==> src/rtl/serial_sub_unit.sv <==
// serial_sub_unit: bit-serial WIDTH-bit subtractor, diff = a - b - bin, LSB first.
// One full-subtract cell per cycle with a borrow flop; start/busy/done handshake.
//
// Ports:
//   clk, rst_n      clock, async active-low reset
//   start           request, sampled only when idle
//   a_in, b_in      minuend / subtrahend, captured at accepted start
//   bin_in          initial borrow-in, captured at accepted start
//   busy            high while bits are being shifted
//   done            one-cycle pulse, result valid
//   diff_out        difference, held until the next result
//   borrow_out      final borrow (unsigned underflow)
//   ovf_out         signed two's-complement overflow
module serial_sub_unit #(
  parameter int WIDTH = 8
) (
  input  logic             clk,
  input  logic             rst_n,
  input  logic             start,
  input  logic [WIDTH-1:0] a_in,
  input  logic [WIDTH-1:0] b_in,
  input  logic             bin_in,
  output logic             busy,
  output logic             done,
  output logic [WIDTH-1:0] diff_out,
  output logic             borrow_out,
  output logic             ovf_out
);

  localparam int CW = (WIDTH > 1) ? $clog2(WIDTH) : 1;

  typedef enum logic [1:0] {
    S_IDLE,
    S_SHIFT,
    S_DONE
  } state_t;

  state_t state_q, state_d;

  logic [WIDTH-1:0] a_sr_q, a_sr_d;
  logic [WIDTH-1:0] b_sr_q, b_sr_d;
  logic [WIDTH-1:0] res_sr_q, res_sr_d;
  logic [WIDTH-1:0] diff_q, diff_d;
  logic [CW-1:0]    cnt_q, cnt_d;
  logic             brw_q, brw_d;
  logic             a_msb_q, a_msb_d;
  logic             b_msb_q, b_msb_d;
  logic             borrow_q, borrow_d;
  logic             ovf_q, ovf_d;

  logic cell_a, cell_b, cell_c;
  logic cell_d, cell_bo;

  // Full-subtract bit-slice on the current LSBs and the borrow flop.
  always_comb begin
    cell_a  = a_sr_q[0];
    cell_b  = b_sr_q[0];
    cell_c  = brw_q;
    cell_d  = cell_a ^ cell_b ^ cell_c;
    cell_bo = (~cell_a & cell_b)
            | (~(cell_a ^ cell_b) & cell_c);
  end

  always_comb begin
    state_d  = state_q;
    a_sr_d   = a_sr_q;
    b_sr_d   = b_sr_q;
    res_sr_d = res_sr_q;
    diff_d   = diff_q;
    cnt_d    = cnt_q;
    brw_d    = brw_q;
    a_msb_d  = a_msb_q;
    b_msb_d  = b_msb_q;
    borrow_d = borrow_q;
    ovf_d    = ovf_q;

    unique case (state_q)
      S_IDLE: begin
        if (start) begin
          a_sr_d  = a_in;
          b_sr_d  = b_in;
          brw_d   = bin_in;
          cnt_d   = '0;
          a_msb_d = a_in[WIDTH-1];
          b_msb_d = b_in[WIDTH-1];
          state_d = S_SHIFT;
        end
      end
      S_SHIFT: begin
        a_sr_d   = a_sr_q >> 1;
        b_sr_d   = b_sr_q >> 1;
        res_sr_d = {cell_d, res_sr_q[WIDTH-1:1]};
        brw_d    = cell_bo;
        cnt_d    = cnt_q + 1'b1;
        if (cnt_q == CW'(WIDTH - 1)) begin
          state_d  = S_DONE;
          diff_d   = {cell_d, res_sr_q[WIDTH-1:1]};
          borrow_d = cell_bo;
          // Overflow: operand signs differ and result sign
          // differs from the minuend's sign.
          ovf_d    = (a_msb_q != b_msb_q)
                   && (cell_d != a_msb_q);
        end
      end
      S_DONE: begin
        state_d = S_IDLE;
      end
      default: begin
        state_d = S_IDLE;
      end
    endcase
  end

  always_ff @(posedge clk or negedge rst_n) begin
    if (!rst_n) begin
      state_q  <= S_IDLE;
      a_sr_q   <= '0;
      b_sr_q   <= '0;
      res_sr_q <= '0;
      diff_q   <= '0;
      cnt_q    <= '0;
      brw_q    <= 1'b0;
      a_msb_q  <= 1'b0;
      b_msb_q  <= 1'b0;
      borrow_q <= 1'b0;
      ovf_q    <= 1'b0;
    end else begin
      state_q  <= state_d;
      a_sr_q   <= a_sr_d;
      b_sr_q   <= b_sr_d;
      res_sr_q <= res_sr_d;
      diff_q   <= diff_d;
      cnt_q    <= cnt_d;
      brw_q    <= brw_d;
      a_msb_q  <= a_msb_d;
      b_msb_q  <= b_msb_d;
      borrow_q <= borrow_d;
      ovf_q    <= ovf_d;
    end
  end

  assign busy       = (state_q == S_SHIFT);
  assign done       = (state_q == S_DONE);
  assign diff_out   = diff_q;
  assign borrow_out = borrow_q;
  assign ovf_out    = ovf_q;

endmodule

==> config.mk <==
export PLATFORM = sky130hd
export DESIGN_NAME = serial_sub_unit
export DESIGN_NICKNAME = d
export VERILOG_FILES = /design/src/rtl/serial_sub_unit.sv
export SDC_FILE = /design/constraint.sdc
export NUM_CORES = 1
export LEC_CHECK = 0
export CAP_MARGIN = 30
export CORE_MARGIN = 3
export CORE_UTILIZATION = 50
export DETAILED_ROUTE_END_ITERATION = 10
export GPL_ROUTABILITY_DRIVEN = 1
export PLACE_DENSITY = 0.76
export RECOVER_POWER = 100
export SKIP_CTS_REPAIR_TIMING = 1
export SLEW_MARGIN = 20
export SYNTH_ARGS = -nofsm -noshare
export SYNTH_HDL_FRONTEND = slang
export SYNTH_SLANG_ARGS = --single-unit
==> constraint.sdc <==
create_clock -name clk -period 2 [get_ports clk]
set_input_delay 0.3 -clock clk [delete_from_list [all_inputs] [get_ports clk]]
set_output_delay 0.3 -clock clk [all_outputs]
set_load 0.1 [all_outputs]
== Yosys cells after proc, flatten, opt, wreduce, memory -nomap -nowiden ==
Cells that the tools add are included.

* Register bits after elaboration: 42
* Input bits: 20
* Logic and storage cells: 44

* Add/sub/neg operators: 1
* Eq/ne operators: 7
* Multiplexer cells: 11
* Bitwise operators: 7
* Reduce and logical (&&, ||, !) cells: 7

{| class="wikitable"
|+ Operator list
! kind !! number
|-
| $pmux W8 S2 || 2
|-
| $mux W8 || 2
|-
| $reduce_and A2 Y1 || 4
|-
| $pmux W3 S2 || 1
|-
| $mux W2 || 2
|-
| $pmux W2 S2 || 1
|-
| $add A3 B1 Y3 const B || 1
|-
| $eq A3 B3 Y1 const B || 1
|-
| $mux W3 || 1
|-
| $and A1 B1 Y1 || 2
|-
| $eq A2 B1 Y1 const B || 1
|-
| $eq A2 B2 Y1 const B || 1
|-
| $logic_not A2 Y1 || 1
|-
| $ne A1 B1 Y1 || 2
|-
| $ne A2 B1 Y1 const B || 1
|-
| $ne A2 B2 Y1 const B || 1
|-
| $not A1 Y1 || 2
|-
| $pmux W1 S2 || 1
|-
| $reduce_bool A2 Y1 || 1
|-
| $xor A1 B1 Y1 || 2
|-
| $logic_and A1 B1 Y1 || 1
|-
| $mux W1 || 1
|-
| $or A1 B1 Y1 || 1
|}

== Depth between registers and ports, before layout ==
* Depth after elaboration: 5
* Mapped depth: 6
* Mapped depth without buffers: 5

== Least setup slack after synthesis ==
No wires, ideal clock.

* Path kind: flip-flop to output port
* Start point: register state_q[0]
* End point: output port done
* Arrival: 2054 ps
* Setup slack: -354 ps
* Cell stages (with the launch flop): 5
* Buffers on the path: 3
* Path through: dfrtp_1 -> buf_6 -> buf_6 -> buf_4 -> nor2_1

* Longest elaborated chain between the ends: 1

{| class="wikitable"
|+ Ends and longest elaborated chain
! what !! line !! text
|-
| start, declared || 38 || <nowiki>state_t state_q, state_d;</nowiki>
|-
| start signal, assigned || 128 || <nowiki>state_q <= state_d;</nowiki>
|-
| $eq A2 B2 Y1 || 143 || <nowiki>assign done = (state_q == S_DONE);</nowiki>
|-
| end, declared || 24 || <nowiki>output logic done,</nowiki>
|}

Every way passes these cells.

== Final worst setup path ==
* Start point: input port start
* End point: register b_sr_q[0]

* Longest elaborated chain between the ends: 2

{| class="wikitable"
|+ Ends and longest elaborated chain
! what !! line !! text
|-
| start, declared || 19 || <nowiki>input logic start,</nowiki>
|-
| $ne A2 B2 Y1 (no source line) || -- ||
|-
| $reduce_and A2 Y1 (no source line) || -- ||
|-
| end signal, assigned || 130 || <nowiki>b_sr_q <= b_sr_d;</nowiki>
|-
| end, declared || 41 || <nowiki>logic [WIDTH-1:0] b_sr_q, b_sr_d;</nowiki>
|}

Every way passes these cells.
A chain may end at the register's enable or synchronous reset.

==> results.txt <==
----------------------------------------------------
[Drt]
  Number of optimization iterations in the first detailed-route pass ... 4
  Per-cell routed wire length ... 15.0 microns
  Initial DRC count ... 75
  Final routed DRC violation total ... 0
  Vias post-DR ... 1,242
  Post-Route WL ... 3.42 mm
  Via density per instance ... 5.45
  Post-detailed-route count of antenna-violating nets ... 0

[GRT]
  Number of global-route vias before repair ... 1,315
  Sum of overflow across all layers after global routing ... 0
  Number of antenna violations at the first check in global routing ... 0
  Wire length of the first global-routing pass ... 5.87 mm
  Maximum number of pins on one net before global-route repair ... 42
  Total global routing track utilization ... 17.5%

[Die]
  Die footprint ... 0.00459 sq mm
  Die H ... 67.7 microns
  Site Rows ... 21
  Die width ... 67.7 microns
  Boundary pin count ... 32
  Core area ... 0.00349 sq mm
  Initial Util ... 54.5%

[Setup path]
  Cell with the largest stage delay on the worst path ... sky130_fd_sc_hd__dlygate4sd3_1
  Data arrival time of the critical path ... 1930 ps
  CP peak stage delay ... 670 ps
  CP Launch Type ... input pin
  Ordered list of cells on the worst path ... dlygate4sd3_1, nor2b_2, a22oi_1, o21ai_2
  Capturing element type of the critical path ... register
  CP Max Fanout ... 14
  Worst r2r path cells ... 4
  Req. time, crit path ... 2220 ps
  Setup Crit Path Kind ... in -> reg

[Finish]
  Sequential cell area ... 0.00103 sq mm
  # diodes ... 0
  Fraction of layout instances using a drive strength above 1 ... 26.9%
  Leading cell type in the layout, fill and taps excluded ... sky130_fd_sc_hd__dfrtp_1
  Number of nets in the final layout ... 205
  Final std cell area, no fill ... 0.00220 sq mm
  Number of filler cells placed in the layout ... 310
  Commonest cells after routing, fill and taps aside ... sky130_fd_sc_hd__dfrtp_1 (41), sky130_fd_sc_hd__nand2_1 (20), sky130_fd_sc_hd__clkdlybuf4s50_1 (17)
  Multi-input logic area ... 698 sq um
  Post-synthesis to final-layout area growth ... 15.5%

[STA]
  Tcrit/Tclk final ... 85.5%
  Transition time of the tightest slew-check pin ... 980 ps
  Fin worst setup slack ... 290 ps
  Unrepaired setup endpoints after global routing ... false
  Number of hold violations in the final report ... 0
  Slew Limit Fails ... 0
  Final setup viols ... 0
  Max_slew headroom ... 34.7%
  Sum Neg Setup Slack ... 0 ps
  Maximum clock skew at final layout ... 6.51 ps
  Achievable Freq ... 0.585 GHz
  Post-route minimum period ... 1710 ps

[Power]
  Portion of total power attributed to sequential cells ... 36.0%
  Share of total power in combinational logic ... 48.2%
  Internal cell power ... 2.18 mW
  Max VDD drop ... 0.704 mV
  Total power ... 4.01 mW
  Switching power of the nets ... 1.82 mW
  Net Sw Frac ... 45.5%
  Clk network pwr share ... 15.8%
  Static leakage ... 0.993 nW
  Power density cells ... 1820 mW/mm^2

[Yosys]
  Portion of synthesized cell area occupied by the leading cell type ... 53.9%
  Warnings from Yosys ... 0
  Post-Syn Nets ... 170
  Post-Syn Area per Cell ... 13.0 sq um
  Most area-hungry cell type in the Yosys netlist ... sky130_fd_sc_hd__dfrtp_1
  Share of the yosys chip area belonging to registers ... 53.9%
  Mapped cell area ... 0.00190 sq mm
  Post-synthesis cell type count ... 30
  Synthesized flop and latch total ... 41
  Post-synthesis instance total ... 147
  Ranking of synthesized cells by area ... sky130_fd_sc_hd__dfrtp_1 (54%), sky130_fd_sc_hd__mux2_2 (6.5%), sky130_fd_sc_hd__a22oi_2 (5.9%)

[Clock tree]
  Maximum buffer depth of the clock tree ... 2
  CTS sink count ... 41
  Inserted Clock Buffers ... 5
  Number of H-tree levels ... 2
  Clock tree from TritonCTS ... yes
  Worst skew pair latency ... 290 ps
  Clock root cell ... sky130_fd_sc_hd__clkbuf_8
  Post-CTS clock slew at the launch and capture registers of the worst setup and hold paths ... 80 ps

[Placement]
  Placement-stage worst setup slack ... 244 ps
  IO buf count ... 31
  Weighted congestion at the end of routability-driven global placement ... 0.730
  DP Area ... 0.00222 sq mm
  Total half-perimeter wirelength after legalization and detailed placement ... 2.46 mm

[Run status]
  Status ... completed

[Flow run]
  Max-cap check violation count ... 0

[Hold path]
  Path type of the worst min-delay path ... in -> async

----------------------------------------------------
[power groups by stage]
stage / logic [mW] / clock network, mW / registers [mW]
after floorplan: 1.11 / 0 / 2.08
after global placement: 2.10 / 0 / 1.44
after detailed placement: 2.16 / 0 / 1.47
after CTS: 2.16 / 0.648 / 1.46
after global routing: 2.07 / 0.689 / 1.50
final: 1.93 / 0.633 / 1.44
[registers in the layout, summed over array words and instances (netlist names)]
signal,count
ovf_out,1
a_msb_q,1
brw_q,1
res_sr_q,7
cnt_q,3
b_sr_q,8
a_sr_q,8
diff_out,8
state_q,2
borrow_out,1
b_msb_q,1
[kinds of logic after synthesis]
| kind of cell | synth area share, % |
|---|---|
| adders and majority gates | 2.37 |
| AOI/OAI and AO/OA | 17.9 |
| DFF | 53.9 |
| and+or+nand+nor | 9.46 |
| muxes | 11.0 |
| buffers and inverters | 5.39 |
[worst max-delay path, delay by kind of cell]
family | cells | cell delay (ps)
AO/OA/AOI/OAI | 2 | 340
AND/OR/NAND/NOR | 1 | 620
buffers and inverters | 1 | 670
[worst paths after layout]
path,slack [ps],end,start
worst max-delay path,290,b_sr_q[0],start
worst min-delay path,240,ovf_out,rst_n
worst max register to register,350,b_sr_q[0],state_q[0]
worst min register to register,480,borrow_out,borrow_out
max in group asynchronous,1160,diff_out[1],rst_n
min in group clk,480,borrow_out,borrow_out
[cells in the mapped netlist, drive strengths merged]
| master | count |
|---|---|
| dfrtp | 41 |
| ha | 2 |
| o21bai | 1 |
| buf | 8 |
| a22o | 3 |
| nor2 | 2 |
| inv | 6 |
| and3b | 2 |
| a22oi | 12 |
| o21ai | 19 |
| nor3b | 2 |
| nor2b | 3 |
| and2b | 1 |
| a31oi | 1 |
| nand3b | 1 |
| nand2 | 20 |
| mux2 | 17 |
| fa | 1 |
| a21oi | 5 |
[metal layers]
layer	part of all wire [%]	up-vias	global-route usage, %	wire, microns
li1	-	582	-	-
met1	44	630	22.3	1500
met2	50	26	27.7	1720
met3	4.8	4	4.33	165
met4	0.79	0	8.61	27
met5	0	-	0	0
[area by class of cell]
| class | count | share of cell area (%) |
|---|---|---|
| multi-input cells | 92 | 31.7 |
| flip-flops and latches | 41 | 46.6 |
| clock inverters | 2 | 1.59 |
| inverters | 6 | 1.02 |
| repair buffers | 36 | 13.3 |
| well taps | 46 | 2.62 |
| clock buffers | 5 | 3.13 |
[per-stage QoR]
stage,utilization (%),hold slack (ps),instances
finish,62.9,245,228
global route,62.9,343,228
CTS,66.6,72.0,228
detailed placement,63.6,395,221
global placement,63.6,385,221
floorplan,-,4.41,147
Power figures use the tool's default switching activity.
